File: config.mk
export PLATFORM = sky130hd
export DESIGN_NAME = reg_ref_ctrl
export DESIGN_NICKNAME = d
export VERILOG_FILES = /design/src/rtl/reg_ref_ctrl_pkg.sv /design/src/rtl/reg_ref_lookup.sv /design/src/rtl/reg_ref_ctrl.sv
export SDC_FILE = /design/constraint.sdc
export NUM_CORES = 1
export LEC_CHECK = 0
export BUFFER_PORTS_ARGS = -buffer_cell sky130_fd_sc_hd__buf_4
export CORE_MARGIN = 2
export CORE_UTILIZATION = 50
export DETAILED_ROUTE_END_ITERATION = 12
export GPL_ROUTABILITY_DRIVEN = 0
export PLACE_DENSITY = 0.71
export SYNTH_ARGS = -nofsm -noshare
export SYNTH_HDL_FRONTEND = slang
export SYNTH_SLANG_ARGS = --single-unit
File: constraint.sdc
create_clock -name clk -period 8.45 [get_ports clk]
set_clock_uncertainty 0.15 [all_clocks]
set_input_delay 0.845 -clock clk [delete_from_list [all_inputs] [get_ports clk]]
set_output_delay 0.845 -clock clk [all_outputs]
set_load 0.05 [all_outputs]
File: src/rtl/reg_ref_ctrl_pkg.sv
// Shared definitions for the register reference controller.
// Holds the ROB tag width default, architectural register count, the $ra index
// and a population-count helper used to derive ref_count.
package reg_ref_ctrl_pkg;

  localparam int unsigned RobAddrWidthDef = 4;
  localparam int unsigned NumRegs         = 32;
  localparam int unsigned RegAddrWidth    = 5;
  localparam int unsigned DataWidth       = 32;
  localparam int unsigned RefCountWidth   = 6;
  localparam int unsigned RaIdx           = 1;

  function automatic logic [RefCountWidth-1:0] popcount(input logic [NumRegs-1:0] v);
    logic [RefCountWidth-1:0] cnt;
    cnt = '0;
    for (int i = 0; i < NumRegs; i++) begin
      cnt = cnt + RefCountWidth'(v[i]);
    end
    return cnt;
  endfunction

endpackage

File: src/rtl/reg_ref_lookup.sv
// One decode read port: resolves an architectural source to either a value
// (regfile or same-cycle committing result) or a pending ROB tag.
// Ports:
//   read_en_i, read_addr_i, regfile_data_i : lookup request and regfile value
//   entry_valid_i, entry_tag_i             : rename-table entry for read_addr_i
//   commit_*_i                             : retiring ROB result for bypass
//   is_ref_o, data_o                       : resolved operand
module reg_ref_lookup
  import reg_ref_ctrl_pkg::*;
#(
  parameter int unsigned ROB_ADDR_WIDTH = RobAddrWidthDef
) (
  input  logic                      read_en_i,
  input  logic [RegAddrWidth-1:0]   read_addr_i,
  input  logic [DataWidth-1:0]      regfile_data_i,
  input  logic                      entry_valid_i,
  input  logic [ROB_ADDR_WIDTH-1:0] entry_tag_i,
  input  logic                      commit_en_i,
  input  logic [RegAddrWidth-1:0]   commit_addr_i,
  input  logic [ROB_ADDR_WIDTH-1:0] commit_tag_i,
  input  logic [DataWidth-1:0]      commit_data_i,
  output logic                      is_ref_o,
  output logic [DataWidth-1:0]      data_o
);

  logic bypass;

  // The result leaving the ROB this cycle is the one the entry is waiting for.
  assign bypass = commit_en_i && (commit_addr_i == read_addr_i) &&
                  (commit_tag_i == entry_tag_i);

  always_comb begin
    is_ref_o = 1'b0;
    data_o   = '0;
    if (read_en_i) begin
      if (!entry_valid_i) begin
        data_o = regfile_data_i;
      end else if (bypass) begin
        data_o = commit_data_i;
      end else begin
        is_ref_o = 1'b1;
        data_o   = {{(DataWidth - ROB_ADDR_WIDTH){1'b0}}, entry_tag_i};
      end
    end
  end

endmodule

File: src/rtl/reg_ref_ctrl.sv
// Rename table tracking which architectural registers await an in-flight ROB
// result. Two decode read ports look up operands; decode allocates destination
// tags; ROB retirement clears matching entries; flush clears everything.
// Ports:
//   clk, rst (async, active low)
//   read_en_*/read_addr_*/regfile_data_* -> reg_read_is_ref_*/reg_read_data_*
//   alloc_en/alloc_addr/alloc_tag        : destination rename
//   commit_en/commit_addr/commit_tag/commit_data : retirement
//   flush                                : drop all mappings
//   ref_count                            : registered number of valid entries
module reg_ref_ctrl
  import reg_ref_ctrl_pkg::*;
#(
  parameter int unsigned ROB_ADDR_WIDTH = RobAddrWidthDef
) (
  input  logic                      clk,
  input  logic                      rst,
  input  logic                      read_en_1,
  input  logic                      read_en_2,
  input  logic [4:0]                read_addr_1,
  input  logic [4:0]                read_addr_2,
  input  logic [31:0]               regfile_data_1,
  input  logic [31:0]               regfile_data_2,
  output logic                      reg_read_is_ref_1,
  output logic                      reg_read_is_ref_2,
  output logic [31:0]               reg_read_data_1,
  output logic [31:0]               reg_read_data_2,
  input  logic                      alloc_en,
  input  logic [4:0]                alloc_addr,
  input  logic [ROB_ADDR_WIDTH-1:0] alloc_tag,
  input  logic                      commit_en,
  input  logic [4:0]                commit_addr,
  input  logic [ROB_ADDR_WIDTH-1:0] commit_tag,
  input  logic [31:0]               commit_data,
  input  logic                      flush,
  output logic [5:0]                ref_count
);

  logic [NumRegs-1:0]        valid_q, valid_d;
  logic [ROB_ADDR_WIDTH-1:0] tag_q [NumRegs];
  logic [ROB_ADDR_WIDTH-1:0] tag_d [NumRegs];
  logic [RefCountWidth-1:0]  ref_count_q, ref_count_d;

  always_comb begin
    valid_d = valid_q;
    tag_d   = tag_q;
    // Only the youngest writer's retirement releases the register.
    if (commit_en && valid_q[commit_addr] && (tag_q[commit_addr] == commit_tag)) begin
      valid_d[commit_addr] = 1'b0;
    end
    // Applied after commit so a same-register alloc wins.
    if (alloc_en && (alloc_addr != '0)) begin
      valid_d[alloc_addr] = 1'b1;
      tag_d[alloc_addr]   = alloc_tag;
    end
    if (flush) begin
      valid_d = '0;
    end
    valid_d[0] = 1'b0;
    // Register 0 is never valid, so the count tops out at 31.
    ref_count_d = popcount(valid_d);
  end

  always_ff @(posedge clk or negedge rst) begin
    if (!rst) begin
      valid_q     <= '0;
      ref_count_q <= '0;
      for (int i = 0; i < NumRegs; i++) begin
        tag_q[i] <= '0;
      end
    end else begin
      valid_q     <= valid_d;
      ref_count_q <= ref_count_d;
      tag_q       <= tag_d;
    end
  end

  assign ref_count = ref_count_q;

  reg_ref_lookup #(
    .ROB_ADDR_WIDTH (ROB_ADDR_WIDTH)
  ) u_lookup_1 (
    .read_en_i      (read_en_1),
    .read_addr_i    (read_addr_1),
    .regfile_data_i (regfile_data_1),
    .entry_valid_i  (valid_q[read_addr_1]),
    .entry_tag_i    (tag_q[read_addr_1]),
    .commit_en_i    (commit_en),
    .commit_addr_i  (commit_addr),
    .commit_tag_i   (commit_tag),
    .commit_data_i  (commit_data),
    .is_ref_o       (reg_read_is_ref_1),
    .data_o         (reg_read_data_1)
  );

  reg_ref_lookup #(
    .ROB_ADDR_WIDTH (ROB_ADDR_WIDTH)
  ) u_lookup_2 (
    .read_en_i      (read_en_2),
    .read_addr_i    (read_addr_2),
    .regfile_data_i (regfile_data_2),
    .entry_valid_i  (valid_q[read_addr_2]),
    .entry_tag_i    (tag_q[read_addr_2]),
    .commit_en_i    (commit_en),
    .commit_addr_i  (commit_addr),
    .commit_tag_i   (commit_tag),
    .commit_data_i  (commit_data),
    .is_ref_o       (reg_read_is_ref_2),
    .data_o         (reg_read_data_2)
  );

endmodule
==> key figures, run 1 <==
CTS
  • Hold buffer count at CTS: 0
  • Clk_lat worst skew: 0.45 ns
  • Root Buffer: clkbuf_16
  • Longest Clk Path Bufs: 2
  • Cts repair resizes: 0
  • CTS Buf Count: 17
  • Postcts setup bufs: 0
  • Clk slew on worst S/H paths: around 0.08 ns
  • H-tree Lvls: 4
  • CTS sink cnt: 165
  • CTS tree: yes

Layout
  • Area of the multi-input gates: 0.00867 mm2
  • Storage element area: 0.00413 mm2
  • Fillers: roughly 2,300
  • Nets: 1,582
  • Layout cells sized above 1: 32.8%
  • Final core occ: 58.7%
  • Antenna cell count: 0
  • P&R area growth vs syn: 16.5%

STA
  • RSZ-0062 raised after global routing: false
  • Max-Slew Margin vs Limit: 12.5%
  • Worst-margin pin slew: 1.30 ns
  • Max frequency: 134 MHz
  • Final Slew Violations: 0
  • Final setup viols: 0
  • Period utilization: between 80% and 90%
  • Final setup TNS: 0 ns
  • Final hold violation count: 0
  • Tmin final: about 7.5 ns

Power and ir drop
  • Cell area power density: 173 mW/mm2
  • Leak Pwr: around 6.7 nW
  • Maximum vdd drop: roughly 120 uV

Worst setup path
  • Flop-to-flop setup slack: about 1.4 ns
  • Crit-path max FO: 22
  • Critical Path RT: around 8.7 ns
  • CP Capture Type: register
  • Reg-to-Reg End: ref_count[4]
  • R2r worst-path depth: 21
  • Arrival time worst endpoint: 7.69 ns
  • CP startpoint kind: primary input
  • Reg2reg start: tag_q[98]
  • Worst setup path class: in2reg

Synthesis
  • Synthesized area per cell: 10.4 um2
  • Seq/Total Area, Yosys: 30.7%
  • Cell taking the most area after synthesis: dfrtp_1
  • Post-Syn Area: between 0.01 and 0.015 mm2
  • Area contributors post-synth: dfrtp_1 (31%), mux4_2 (18%), mux2_2 (7.5%)
  • FF+latch count, synth: 165
  • Most numerous cell in the Yosys netlist: nand2_1
  • Post-synth EDFFs: 0
  • Synthesis Warnings: 0
  • Async set-or-reset flop fraction in the synthesized netlist: 100%
  • Top_reg_cell synth: dfrtp_1
  • Syn_nets: 1,459
  • Post-synth top cells: nand2_1 (212), dfrtp_1 (165), mux4_2 (109)
  • Yosys top cell area share: 30.7%
  • Gate Count Post-Synth: ~1,300
  • Synth unique cells: 58

Route
  • DRT Pass-1 Iters: 6
  • Via density: a little under 7
  • Residual DRC: 0
  • Initial DRC count: 2,030
  • Final WL: 48,700 um
  • Routed WL per cell: 27.4 um
  • Vias: 12,300
  • Routed Antenna Nets: 0

Die
  • Cell Rows: 60
  • Core Footprint: 0.0267 mm2
  • Die ar.: 0.0282 mm2
  • Chip height: around 170 um
  • I/O pin cnt: 203
  • Starting Density: 50.4%
  • Die width: 168 um

GRT
  • First-pass GRT wire length: around 73,000 um
  • Pin count of the biggest net entering global routing: 99
  • Grt ovf: 0
  • Vias in the first global route: 12,000
  • Total global-route track usage: 34.5%
  • Initial antenna violation count: 0

Flow run
  • Max_cap viols: 0

Hold path
  • Worst Hold Class: reg2reg
  • Worst Hold Launch: tag_q[124]
  • Hold depth: 0
  • Worst Hold Path EP: tag_q[124]

Place
  • Hpwl dp: 35,200 um
  • Port Buffers: 202

Status
  • Status: completed
metal layers:
layer  track usage (%)  vias up  part of all wire [%]
met3              11.2      203                    14
met2              53.4     1022                    45
met5                 0        -                     0
li1                  -     5096                     -
met4              17.2        0                   5.5
met1              43.8     5944                    35
flip-flops by register name, summed over array words and instances, names as in the netlist:
signal,cells
tag_q,128
valid_q,31
ref_count,6
cell families after synthesis:
family                     count (synthesis)  synth area share (%)
muxes                                    243                  29.1
DFF                                      165                  30.7
adders and majority gates                 30                  4.08
buffers and inverters                    151                  5.03
AOI/OAI and AO/OA                        213                  12.1
xor gates and xnor gates                  25                  1.63
and+or+nand+nor                          471                  17.4
cells in the final DEF, fill, tap and decap left out, types with 8 or more instances in the layout:
| cell | Yosys | final |
|---|---|---|
| inv_1 | 30 | 30 |
| nor3_1 | 8 | 8 |
| nor2b_1 | 72 | 72 |
| a22oi_1 | 34 | 34 |
| a211oi_1 | 9 | 9 |
| a21boi_1 | 30 | 30 |
| mux4_2 | 109 | 109 |
| a21oi_1 | 22 | 22 |
| fa_1 | 23 | 23 |
| mux2i_1 | 44 | 44 |
| nor2_1 | 50 | 50 |
| mux2_2 | 90 | 90 |
| clkbuf_16 | 0 | 17 |
| a311o_1 | 21 | 21 |
| a311oi_1 | 20 | 20 |
| xnor2_1 | 15 | 13 |
| o21ai_0 | 9 | 9 |
| buf_4 | 9 | 222 |
| nand4_1 | 69 | 69 |
| xor2_1 | 10 | 10 |
| a21boi_0 | 26 | 26 |
| nand2_1 | 212 | 212 |
| nand2b_1 | 9 | 9 |
| dfrtp_1 | 165 | 165 |
where the power goes:
group,switching [W],total (W),internal [W]
combinational,0.000449,0.000837,0.000388
sequential,0.000159,0.00107,0.000907
clock,0.000397,0.000799,0.000402
layout make-up:
type	instances	area share, %
clock inverters	15	1.21
repair buffers	224	10.8
well taps	341	2.73
flip-flops and latches	165	26.4
inverters	31	0.743
multi-input cells	982	55.4
clock buffers	17	2.72
per-stage QoR:
stage	setup WS [ns]	hold WS (ns)	area [um2]	power, W	cells
finish	0.986	0.305	15700	0.00270	1775
global route	0.623	0.336	15700	0.00279	1775
CTS	0.960	0.303	15700	0.00268	1775
detailed placement	0.521	0.292	15000	0.00189	1743
global placement	0.593	0.284	15000	0.00187	1743
floorplan	0.977	0.308	13400	0.00160	1298
worst max path at each step:
stage / cells past startpoint / startpoint / slack [ns] / end
after floorplan: 23 / commit_addr[0] / 0.98 / ref_count[4]
after global placement: 22 / commit_addr[0] / 0.59 / ref_count[4]
after detailed placement: 22 / commit_addr[0] / 0.52 / ref_count[4]
after CTS: 22 / commit_addr[0] / 0.96 / ref_count[4]
after global routing: 24 / commit_addr[0] / 0.62 / ref_count[4]
final: 22 / commit_addr[0] / 0.99 / ref_count[4]
critical path: stages:
cell and delay [ns]:
buf_4 0.32, buf_12 0.25, mux4_2 0.53, a22oi_1 0.21
nand4_1 0.13, xnor2_1 0.19, or3_1 0.45, nor4_2 0.27
buf_4 0.25, a311o_1 0.22, fa_1 0.45, fa_1 0.54
fa_1 0.44, fa_1 0.55, fa_1 0.44, fa_1 0.51
fa_1 0.16, inv_1 0.06, fa_1 0.39, a21o_1 0.17
a21oi_1 0.17, xnor2_1 0.13
No activity file was read; power rests on OpenSTA's default activity.
==> inputs of run 2 (changes only) <==
--- a/config.mk
+++ b/config.mk
@@ -8,9 +8,10 @@
 export BUFFER_PORTS_ARGS = -buffer_cell sky130_fd_sc_hd__buf_4
 export CORE_MARGIN = 2
 export CORE_UTILIZATION = 50
+export CTS_BUF_LIST = sky130_fd_sc_hd__clkbuf_8
 export DETAILED_ROUTE_END_ITERATION = 12
 export GPL_ROUTABILITY_DRIVEN = 0
-export PLACE_DENSITY = 0.71
+export PLACE_DENSITY_LB_ADDON = 0.2
 export SYNTH_ARGS = -nofsm -noshare
 export SYNTH_HDL_FRONTEND = slang
 export SYNTH_SLANG_ARGS = --single-unit
==> run 2 against run 1 <==
- hold slack worse by 0.018 ns
- global-route usage down 0.75 points
- combinational power down 0.8%
- core utilization down 0.75 points
- first-iteration DRC count down 16%
- sequential share of layout area up 0.34 points
- worst setup slack worse by 0.061 ns
- critical path depth unchanged
- power down 7.4%
- sequential power about the same
- non-clock buffer count up 1
==> key figures, run 2 (synthesized netlist as in run 1, its figures left out) <==
Status
  • Status: completed

Die
  • Core Footprint: 0.0267 mm2
  • Die ar.: 0.0282 mm2
  • Starting Density: 50.4%
  • Die width: 168 um
  • I/O pin cnt: 203
  • Cell Rows: 60
  • Chip height: 168 um

Layout
  • Storage element area: around 0.0041 mm2
  • Nets: 1,583
  • Most common cell after layout, fill and taps aside: buf_4
  • Layout cells sized above 1: 32.8%
  • Final cell count without fillers: 1,776
  • Fillers: about 2,300
  • Number of flip-flops under the largest register name: 128
  • Antenna cell count: 0
  • P&R area growth vs syn: 15.0%
  • Top reg by flops: tag_q
  • Final Instance Area: 0.0155 mm2
  • Area of the multi-input gates: 0.00867 mm2
  • Most frequent cells in the layout: buf_4 (224), nand2_1 (212), dfrtp_1 (165), mux4_2 (109), mux2_2 (90)
  • Final core occ: 58.0%

STA
  • Tmin final: 7.52 ns
  • Final setup viols: 0
  • Period utilization: between 80% and 90%
  • Final hold violation count: 0
  • Max-Slew Margin vs Limit: between 10% and 20%
  • Final setup TNS: 0 ns
  • RSZ-0062 raised after global routing: false
  • Max frequency: roughly 130 MHz
  • Worst-margin pin slew: 1.31 ns
  • Final Slew Violations: 0

CTS
  • Postcts setup bufs: 0
  • Hold buffer count at CTS: 0
  • Clk_lat worst skew: 0.49 ns
  • Cts repair resizes: 0
  • Longest Clk Path Bufs: 2
  • CTS sink cnt: 165
  • CTS Buf Count: 17
  • Clk slew on worst S/H paths: 0.11 ns
  • CTS tree: yes
  • Root Buffer: clkbuf_8
  • H-tree Lvls: 4

Worst setup path
  • Worst setup path class: in2reg
  • Slowest CP cell: fa_1
  • Arrival time worst endpoint: 7.78 ns
  • Slowest stage delay, CP: 0.55 ns
  • CP Capture Type: register
  • Critical Path RT: between 8 and 9 ns
  • Crit path cell chain: buf_4, buf_4, mux4_2, a22oi_1, nand4_1, xor2_1, or3_1, nor4_2, buf_4, a311o_1, fa_1, fa_1, fa_1, fa_1, fa_1, fa_1, fa_1, inv_1, fa_1, a21o_1, a21oi_1, xnor2_1
  • Crit-path most repeated cell: fa_1
  • Crit-path leading delay family: adder cells
  • Critical path buffers and inverters: 4
  • CP startpoint kind: primary input
  • Crit-path max FO: 23

GRT
  • Vias in the first global route: 11,500
  • First-pass GRT wire length: 72,300 um
  • Pin count of the biggest net entering global routing: 93
  • Initial antenna violation count: 0
  • Grt ovf: 0
  • Total global-route track usage: between 30% and 40%

Power and ir drop
  • Cell area power density: 162 mW/mm2
  • Leak Pwr: 6.64 nW
  • Maximum vdd drop: approximately 130 uV

Route
  • Via density: 6.84
  • Residual DRC: 0
  • DRT Pass-1 Iters: 5
  • Final WL: approximately 47,000 um
  • Vias: 12,100
  • Routed Antenna Nets: 0
  • Routed WL per cell: 26.6 um
  • Initial DRC count: between 1,500 and 2,000

Place
  • Inst Count DP: roughly 1,700
  • Dpl cell area: ~0.015 mm2
  • Hpwl dp: 34,400 um
  • Port Buffers: 202

Flow run
  • Max_cap viols: 0

Hold path
  • Worst Hold Class: in2async
-- run 2: routing by layer --
metal / up-vias / wire [um] / global-route usage, %
met2: 946 / 21000 / 50.9
met1: 5936 / 17600 / 45.5
met4: 0 / 2360 / 15.8
met3: 162 / 6260 / 9.36
met5: - / 0 / 0
li1: 5105 / - / -
-- run 2: worst reg2reg max path, stage by stage, from the launching register on --
cell and delay [ns]:
dfrtp_1 0.47, mux4_2 0.50, a22oi_1 0.21, nand4_1 0.15, xnor2_1 0.37, nor3b_1 0.32, and4b_1 0.53, a311o_1 0.29
fa_1 0.42, inv_1 0.08, fa_1 0.40, inv_1 0.08, fa_1 0.43, fa_1 0.55, fa_1 0.44, fa_1 0.52
fa_1 0.16, inv_1 0.06, fa_1 0.40, a21o_1 0.17, a21oi_1 0.16, xnor2_1 0.13
-- run 2: path summary, 6_finish.rpt --
check / start / endpoint / slack (ns) / cells after the start
setup / recovery: commit_addr[0] / ref_count[4] / 0.93 / 22
hold / removal: rst / tag_q[21] / 0.29 / 1
setup reg to reg: tag_q[98] / ref_count[4] / 1.37 / 21
hold reg to reg: tag_q[127] / tag_q[127] / 0.30 / 0
max in group asynchronous: rst / tag_q[36] / 6.33 / 2
min in group clk: tag_q[127] / tag_q[127] / 0.30 / 0
-- run 2: final cells by class --
| class | instances | area share, % |
|---|---|---|
| clock buffer | 18 | 1.60 |
| clock inverter | 14 | 1.13 |
| inverter | 31 | 0.753 |
| multi-input combinational | 982 | 56.1 |
| sequential | 165 | 26.7 |
| tap | 341 | 2.76 |
| timing repair buffer | 225 | 11.0 |
-- run 2: stage by stage --
| step | setup slack, ns | hold WS (ns) | total power [W] |
|---|---|---|---|
| floorplan | 0.977 | 0.308 | 0.00160 |
| global placement | 0.571 | 0.255 | 0.00186 |
| detailed placement | 0.480 | 0.267 | 0.00188 |
| CTS | 0.971 | 0.292 | 0.00249 |
| global route | 0.665 | 0.307 | 0.00260 |
| finish | 0.925 | 0.287 | 0.00250 |
-- run 2: where the power goes --
group / switching [W] / total, W / leakage [nW] / internal [W]
Combinational: 0.000443 / 0.000830 / 4.26 / 0.000387
Sequential: 0.000150 / 0.00106 / 2.16 / 0.000907
Clock: 0.000358 / 0.000617 / 0.213 / 0.000260
